===== config.mk =====
export PLATFORM = sky130hd
export DESIGN_NAME = fetch_queue_flat
export DESIGN_NICKNAME = d
export VERILOG_FILES = /design/src/rtl/fetch_pkg.sv /design/src/rtl/fetch_queue_if.sv /design/src/rtl/sync_fifo.sv /design/src/rtl/fetch_queue.sv /design/src/flat_wrapper.sv
export SDC_FILE = /design/constraint.sdc
export NUM_CORES = 1
export LEC_CHECK = 0
export CAP_MARGIN = 20
export CORE_MARGIN = 4
export CORE_UTILIZATION = 55
export CTS_CLUSTER_SIZE = 12
export DETAILED_ROUTE_END_ITERATION = 8
export HOLD_SLACK_MARGIN = 0.05
export PLACE_DENSITY = 0.79
export SLEW_MARGIN = 20
export SYNTH_ARGS = -nofsm -noshare
export SYNTH_HDL_FRONTEND = slang
export SYNTH_SLANG_ARGS = --single-unit

===== constraint.sdc =====
create_clock -name clk -period 14.55 [get_ports clk]
set_input_delay 3.6375 -clock clk [delete_from_list [all_inputs] [get_ports clk]]
set_output_delay 3.6375 -clock clk [all_outputs]
set_load 0.01 [all_outputs]

===== src/rtl/fetch_pkg.sv =====
// Shared types and sizing for the instruction fetch queue.
package fetch_pkg;

  localparam int FQ_DATA_WIDTH = 32;
  localparam int FQ_DEPTH      = 4;
  localparam int FQ_PTR_W      = $clog2(FQ_DEPTH);

  // One fetched packet as it travels from the IF stage to decode.
  typedef struct packed {
    logic [FQ_DATA_WIDTH-1:0] instr;
    logic [FQ_DATA_WIDTH-1:0] pc;
    logic [FQ_DATA_WIDTH-1:0] pc_plus4;
  } fetch_entry_t;

endpackage


===== src/rtl/fetch_queue_if.sv =====
// Bundle of IF-side, instruction-memory and decode-side signals of the fetch queue.
interface fetch_queue_if #(
  parameter int DATA_WIDTH = 32,
  parameter int DEPTH      = 4
);

  logic [DATA_WIDTH-1:0]      pc_i;
  logic [DATA_WIDTH-1:0]      pc_plus4_i;
  logic                       pc_we_o;
  logic [DATA_WIDTH-1:0]      imem_rdata_i;
  logic                       flush_i;
  logic                       id_valid_o;
  logic                       id_ready_i;
  logic [DATA_WIDTH-1:0]      id_instr_o;
  logic [DATA_WIDTH-1:0]      id_pc_o;
  logic [DATA_WIDTH-1:0]      id_pc_plus4_o;
  logic [$clog2(DEPTH):0]     count_o;

  // Environment side: IF stage, instruction memory and decode.
  modport master (
    output pc_i, pc_plus4_i, imem_rdata_i, flush_i, id_ready_i,
    input  pc_we_o, id_valid_o, id_instr_o, id_pc_o, id_pc_plus4_o, count_o
  );

  // The fetch queue itself.
  modport slave (
    input  pc_i, pc_plus4_i, imem_rdata_i, flush_i, id_ready_i,
    output pc_we_o, id_valid_o, id_instr_o, id_pc_o, id_pc_plus4_o, count_o
  );

endinterface


===== src/rtl/sync_fifo.sv =====
// Single-clock FIFO with occupancy count and a synchronous clear; DEPTH must be a power of two.
module sync_fifo #(
  parameter  int WIDTH = 96,
  parameter  int DEPTH = 4,
  localparam int PTR_W = $clog2(DEPTH),
  localparam int CNT_W = PTR_W + 1
) (
  input  logic             clk,
  input  logic             rst,
  input  logic             clear,
  input  logic             push,
  input  logic             pop,
  input  logic [WIDTH-1:0] wdata,
  output logic [WIDTH-1:0] rdata,
  output logic [CNT_W-1:0] count
);

  logic [WIDTH-1:0] mem [DEPTH];
  logic [PTR_W-1:0] wr_ptr;
  logic [PTR_W-1:0] rd_ptr;

  // Pointers wrap for free because DEPTH is a power of two.
  always_ff @(posedge clk) begin
    if (rst || clear) begin
      wr_ptr <= '0;
      rd_ptr <= '0;
      count  <= '0;
    end else begin
      if (push) wr_ptr <= wr_ptr + PTR_W'(1);
      if (pop)  rd_ptr <= rd_ptr + PTR_W'(1);
      case ({push, pop})
        2'b10:   count <= count + CNT_W'(1);
        2'b01:   count <= count - CNT_W'(1);
        default: count <= count;
      endcase
    end
  end

  // NOTE: storage has no reset; count gates every read, so stale words are never visible.
  always_ff @(posedge clk) begin
    if (push && !clear) mem[wr_ptr] <= wdata;
  end

  assign rdata = mem[rd_ptr];

endmodule


===== src/rtl/fetch_queue.sv =====
// Fetch queue between IF and decode: issues credit-limited fetches, captures the
// one-cycle-late memory response with its PC pair, and hands packets to decode.
module fetch_queue
  import fetch_pkg::*;
#(
  parameter int DATA_WIDTH = FQ_DATA_WIDTH,
  parameter int DEPTH      = FQ_DEPTH
) (
  input logic           clk,
  input logic           rst,
  fetch_queue_if.slave  bus
);

  localparam int CNT_W = $clog2(DEPTH) + 1;

  logic                  inflight_q;
  logic [DATA_WIDTH-1:0] req_pc_q;
  logic [DATA_WIDTH-1:0] req_pc4_q;
  logic                  pc_we;
  logic                  push;
  logic                  pop;
  logic [CNT_W-1:0]      count;
  logic [CNT_W:0]        occupancy;
  fetch_entry_t          wr_entry;
  fetch_entry_t          rd_entry;

  assign pop  = bus.id_valid_o & bus.id_ready_i;
  assign push = inflight_q & ~bus.flush_i;

  // One extra bit so occupancy can never alias; pop implies count >= 1, so no underflow.
  assign occupancy = {1'b0, count} + (CNT_W+1)'(inflight_q) - (CNT_W+1)'(pop);
  assign pc_we     = ~rst & ~bus.flush_i & (occupancy < (CNT_W+1)'(DEPTH));

  always_ff @(posedge clk) begin
    if (rst) inflight_q <= 1'b0;
    else     inflight_q <= pc_we;
  end

  always_ff @(posedge clk) begin
    if (pc_we) begin
      req_pc_q  <= bus.pc_i;
      req_pc4_q <= bus.pc_plus4_i;
    end
  end

  assign wr_entry = '{instr: bus.imem_rdata_i, pc: req_pc_q, pc_plus4: req_pc4_q};

  sync_fifo #(
    .WIDTH ($bits(fetch_entry_t)),
    .DEPTH (DEPTH)
  ) u_fifo (
    .clk   (clk),
    .rst   (rst),
    .clear (bus.flush_i),
    .push  (push),
    .pop   (pop),
    .wdata (wr_entry),
    .rdata (rd_entry),
    .count (count)
  );

  assign bus.pc_we_o       = pc_we;
  assign bus.count_o       = count;
  assign bus.id_valid_o    = (count != '0);
  assign bus.id_instr_o    = bus.id_valid_o ? rd_entry.instr    : '0;
  assign bus.id_pc_o       = bus.id_valid_o ? rd_entry.pc       : '0;
  assign bus.id_pc_plus4_o = bus.id_valid_o ? rd_entry.pc_plus4 : '0;

endmodule


===== src/flat_wrapper.sv =====
// flat-port wrapper written by rule: the top's interface ports become plain ports
module fetch_queue_flat import fetch_pkg::*;
#(
  parameter int DATA_WIDTH = FQ_DATA_WIDTH,
  parameter int DEPTH      = FQ_DEPTH
)
  (clk, rst, bus_pc_i, bus_pc_plus4_i, bus_imem_rdata_i, bus_flush_i, bus_id_ready_i, bus_pc_we_o, bus_id_valid_o, bus_id_instr_o, bus_id_pc_o, bus_id_pc_plus4_o, bus_count_o);
  fetch_queue_if #(.DATA_WIDTH(DATA_WIDTH), .DEPTH(DEPTH)) bus_i ();
  input logic clk;
  input logic rst;
  input wire logic [$bits(bus_i.pc_i)-1:0] bus_pc_i;
  input wire logic [$bits(bus_i.pc_plus4_i)-1:0] bus_pc_plus4_i;
  input wire logic [$bits(bus_i.imem_rdata_i)-1:0] bus_imem_rdata_i;
  input wire logic [$bits(bus_i.flush_i)-1:0] bus_flush_i;
  input wire logic [$bits(bus_i.id_ready_i)-1:0] bus_id_ready_i;
  output wire logic [$bits(bus_i.pc_we_o)-1:0] bus_pc_we_o;
  output wire logic [$bits(bus_i.id_valid_o)-1:0] bus_id_valid_o;
  output wire logic [$bits(bus_i.id_instr_o)-1:0] bus_id_instr_o;
  output wire logic [$bits(bus_i.id_pc_o)-1:0] bus_id_pc_o;
  output wire logic [$bits(bus_i.id_pc_plus4_o)-1:0] bus_id_pc_plus4_o;
  output wire logic [$bits(bus_i.count_o)-1:0] bus_count_o;
  assign bus_i.pc_i = bus_pc_i;
  assign bus_i.pc_plus4_i = bus_pc_plus4_i;
  assign bus_i.imem_rdata_i = bus_imem_rdata_i;
  assign bus_i.flush_i = bus_flush_i;
  assign bus_i.id_ready_i = bus_id_ready_i;
  assign bus_pc_we_o = bus_i.pc_we_o;
  assign bus_id_valid_o = bus_i.id_valid_o;
  assign bus_id_instr_o = bus_i.id_instr_o;
  assign bus_id_pc_o = bus_i.id_pc_o;
  assign bus_id_pc_plus4_o = bus_i.id_pc_plus4_o;
  assign bus_count_o = bus_i.count_o;
  fetch_queue #(.DATA_WIDTH(DATA_WIDTH), .DEPTH(DEPTH)) u_core (.clk(clk), .rst(rst), .bus(bus_i));
endmodule

* Word-level counts from Yosys, hierarchy flattened
Memory sizes are Yosys's and may differ from the RTL's. A register that Yosys moved wholly into a read port is not among the register bits. Cells that the tools add are included.
Operators by class: add/subtract/negate cells 6, magnitude comparators 1, eq/ne operators 2, muxes and demuxes 8, bitwise operators 6, reductions and logical operators 5
Operators by type and width (number):
- 32-bit two-way mux | 3
- 3-bit one-hot mux with 2 select lines | 1
- 2-bit by 1-bit adder with 2-bit output (second input constant) | 2
- 3-bit by 1-bit adder with 4-bit output | 1
- 1-bit AND | 4
- 4-bit by 3-bit less-than comparator with 1-bit output (second input constant) | 1
- 2-bit two-way mux | 2
- 4-bit by 1-bit subtractor with 4-bit output | 1
- 3-bit by 1-bit adder with 3-bit output (second input constant) | 1
- 3-bit nonzero test | 1
- 3-bit by 1-bit subtractor with 3-bit output (second input constant) | 1
- 2-bit by 1-bit == test with 1-bit output (second input constant) | 1
- 2-bit == test (second input constant) | 1
- 1-bit two-way mux | 2
- 1-bit inverter | 2
- 2-bit nonzero test | 1
- 1-bit logical AND | 1
- 1-bit logical NOT | 1
- 1-bit logical OR | 1
Storage, ports and cells: register bits after elaboration 72, memory bits (writable) 384, output and inout bits 101, word-level logic and storage cells 35, memories kept 1
Memories:
- u_core.u_fifo.mem | depth 4, width 96, rd ports 1, clocked after Yosys merged registers in 1, write ports 1, line sync_fifo.sv:18 | logic [WIDTH-1:0] mem [DEPTH];

* Longest topological paths before layout
word-level depth 5, gate-level depth with buffers 9, gate-level depth less buffers 9

* Cells and area by module
Synthesis repeated with hierarchy kept, for this count alone.
Second synthesis, totals: cell total of the unflattened synthesis 741, area total of the unflattened synthesis 17087.6 um^2
By module, submodules not included:
- sync_fifo | instances 1, cells each 549, area each 14291.2 um^2
- fetch_queue | instances 1, cells each 192, area each 2796.4 um^2

* Worst setup path after synthesis
No wires, ideal clock.
path type input to output, start in bus_id_ready_i, end out bus_pc_we_o, arrival 8321 ps, data required time 10912 ps, slack 2592 ps, stages on the path 8, path buffers 0, path through o31ai_1 inv_1 ha_1 inv_1 ha_1 nand3b_1 a211o_1 a31oi_1
On the way: word-level cells in the longest chain between the ends 4
Ends and longest elaborated chain:
- from (decl) | line flat_wrapper.sv:15 | input wire logic [$bits(bus_i.id_ready_i)-1:0] bus_id_ready_i;
- 1-bit AND | line fetch_queue.sv:27 | assign pop = bus.id_valid_o & bus.id_ready_i;
- named net u_core.pop | line fetch_queue.sv:21 | logic pop;
- 4-bit by 1-bit subtractor with 4-bit output | line fetch_queue.sv:31 | assign occupancy = {1'b0, count} + (CNT_W+1)'(inflight_q) - (CNT_W+1)'(pop);
- 4-bit by 3-bit less-than comparator with 1-bit output | line fetch_queue.sv:32 | assign pc_we = ~rst & ~bus.flush_i & (occupancy < (CNT_W+1)'(DEPTH));
- 1-bit AND | line fetch_queue.sv:32
- to (decl) | line flat_wrapper.sv:16 | output wire logic [$bits(bus_i.pc_we_o)-1:0] bus_pc_we_o;
The timed path passes the listed nets, and every way through them passes these cells.

* Final worst setup path
Same ends and word-level chain as after synthesis.

==> flow_summary_export.csv <==
group,metric,value,unit
outcome,run_status,"finished, final reports clean",
yosys,yosys-top-cells-count,"edfxtp_1, and2_1, mux4_2, clkbuf_1, inv_1",
drt,wl_per_cell,22.26,µm
global_routing,grt_usage,18.44,%
sta,tightest_slew,926.6,ps
yosys,yosysWarnings,0,
drt,final_antenna_net_count,0,
yosys,ys_top_cells_by_area,"edfxtp_1, mux4_2, and2_1",
global_routing,grt_max_degree,98,
cts,ctsLongestPathBuffers,3,
drt,drc,0,
floorplanning,fp-row-count,64,
drt,drt-pass1-iter-count,5,
cts,clk_latency,530,ps
global_routing,grt_pass1_wl,47.95,mm
yosys,synth_cell_types,27,
sta,period_minus_slack,9806,ps
sta,maxSlewHeadroom,38.23,%
floorplanning,core-area,0.03051,mm²
sta,setup_viol,0,
sta,fin_skew,10.12,ps
place,dpl-instance-area,0.01940,mm²
drt,wl,30.85,mm
run,cap_violations,0,
worst_hold_path,hold_class,"flop to flop",
setup_path,r2r_slack,11120,ps
sta,finalSetupTns,0,ps
yosys,synth_edf_count,448,
yosys,synthCells,739,
cts,cts_root_buf,"clkbuf_16",
layout,design_area,0.02076,mm²
yosys,seq_area_frac_synth,80.38,%
drt,drt-vias-per-instance,5.654,
setup_path,cp_max_fo,3,
setup_path,worst_setup_path_start_kind,"input pin",
layout,nFillCells,1890,
cts,h-tree-depth,2,
place,hpwl,17.34,mm
yosys,syn_area,0.01699,mm²
cts,clk_pin_slew,60,ps
drt,num_vias,7837,
drt,drt_iter0_markers,617,
layout,final_nets,1073,
global_routing,antenna_found_initial,2,
setup_path,worstSetupPathType,"input pin to output pin",
floorplanning,io_pins,201,
yosys,synth_fp_nets,848,
yosys,yosys.area.top_type,"edfxtp_1",
power,p_per_area,126.0,mW/mm²
cts,cts_tree,"built",
global_routing,grt_pass1_vias,8456,
power,vdd_ir_drop_max,0.0001076,V
layout,area_growth,22.22,%
layout,instances_no_fill,1386,
setup_path,worstSetupEndpointType,"output pin",
yosys,ys.flop_type,"edfxtp_1",
place,port_buffers,200,
place,routabilityCongestion,0.7106,
sta,rsz0062_at_grt,"false",
setup_path,arrival,6170,ps
sta,timing.hold.ws,496.8,ps
yosys,async_flop_share,0,%
cts,cts_resized,0,
sta,post-route-period-util,67.39,%
floorplanning,initial_core_util,55.67,%
yosys,yosysTopAreaCellShare,79.20,%
sta,slew_violations,0,
yosys,ys_seq_elements,458,
global_routing,grt-ovfl-total,0,
layout,drive_gt1_share,16.99,%
floorplanning,die_h,183.7,µm
floorplanning,fp.dieW,183.7,µm
cts,cts.sinks,458,
place,dp.cells,1311,
sta,fmax,102.0,MHz
setup_path,worstPathRequired,10910,ps
cts,cts_post_setup_buffers_inserted,0,
yosys,yosysMostFrequentCell,"edfxtp_1",
floorplanning,dieArea,0.03376,mm²
power,p_total,2.616,mW
sta,finalHoldViolCount,0,
yosys,synth_area_per_cell,22.98,µm²
cts,cts_made_buffers,46,
power,leakagePower,6.538,nW
cts,ctsHoldBuffers,0,
==> worst max-delay path, cell delays in order <==
cell and delay, ps:
clkdlybuf4s50_1 490, o31ai_1 110, inv_1 100, ha_1 150, inv_1 40, ha_1 260
nand3b_1 110, a211o_1 370, a31oi_4 300, clkdlybuf4s50_1 610
==> state kept, by name, summed over array words and instances (netlist names), named ones only <==
| name | cells |
|---|---|
| u_core.u_fifo.mem | 384 |
| u_core.req_pc4_q | 32 |
| u_core.req_pc_q | 32 |
| u_core.u_fifo.count | 3 |
| u_core.u_fifo.rd_ptr | 2 |
| u_core.u_fifo.wr_ptr | 2 |
| u_core.inflight_q | 1 |
==> routing by layer <==
metal | vias to the layer above | part of all wire [%] | GRT usage (%)
met5 | - | 0.042 | 0
met4 | 2 | 2.0 | 4.555
met3 | 53 | 7.3 | 3.423
met2 | 304 | 49 | 30.34
met1 | 4038 | 42 | 26.29
li1 | 3440 | - | -
==> through the flow <==
step                utilization [%]  worst slack [ps]
finish                        68.04              4744
global route                  68.04              4631
CTS                           67.97              4727
detailed placement            63.60              4740
global placement              63.60              4783
floorplan                         -              2592
==> cells by family (layout without fill, tap and decap cells) <==
family / Yosys count / after routing / synth area share (%)
xor+xnor: 5 / 5 / 0.2578
mux: 97 / 97 / 12.79
fa+ha+maj: 9 / 9 / 0.7072
other cells: 0 / 1 / 0
flops: 458 / 458 / 80.38
buf+inv: 45 / 295 / 1.392
simple gates: 117 / 117 / 4.162
compound gates: 8 / 8 / 0.3094
==> area by class of cell <==
class / instances / area, µm² / area share [%]
Sequential cell: 458 / 13660 / 65.81
Multi-Input combinational cell: 236 / 3133 / 15.09
Timing Repair Buffer: 210 / 2090 / 10.07
Clock buffer: 64 / 1292 / 6.226
Tap cell: 396 / 495.5 / 2.387
Inverter: 12 / 45.04 / 0.2170
Clock inverter: 9 / 40.04 / 0.1929
Antenna cell: 1 / 2.502 / 0.01205
==> placed cells by master (no fill, tap or decap), types with 2 or more instances in the layout <==
cell type / netlist / layout
dfxtp_1: 10 / 8
xor2_1: 4 / 4
inv_1: 12 / 12
mux4_2: 96 / 96
nor2_1: 10 / 10
and2_4: 0 / 4
clkinv_1: 0 / 6
and2_1: 100 / 96
clkinv_2: 0 / 2
a21oi_1: 2 / 2
ha_1: 8 / 8
clkdlybuf4s50_1: 0 / 200
clkbuf_1: 16 / 14
edfxtp_1: 448 / 448
buf_4: 0 / 9
dfxtp_4: 0 / 2
clkbuf_16: 0 / 49
==> where the power goes <==
part           switching [mW]  leakage (nW)  internal (mW)
logic                  0.0369          1.74         0.0483
registers              0.0100          4.15           1.47
clock network           0.441         0.645          0.612
total                   0.488          6.54           2.13
==> final timing paths <==
kind,endpoint,startpoint,depth (start not counted)
max,bus_pc_we_o,bus_id_ready_i,10
min,u_core.u_fifo.mem[3][47],u_core.req_pc_q[15],0
max reg2reg,u_core.req_pc_q[0],u_core.u_fifo.count[2],8
min reg2reg,u_core.u_fifo.mem[3][47],u_core.req_pc_q[15],0
No activity file was read; power rests on OpenSTA's default activity.
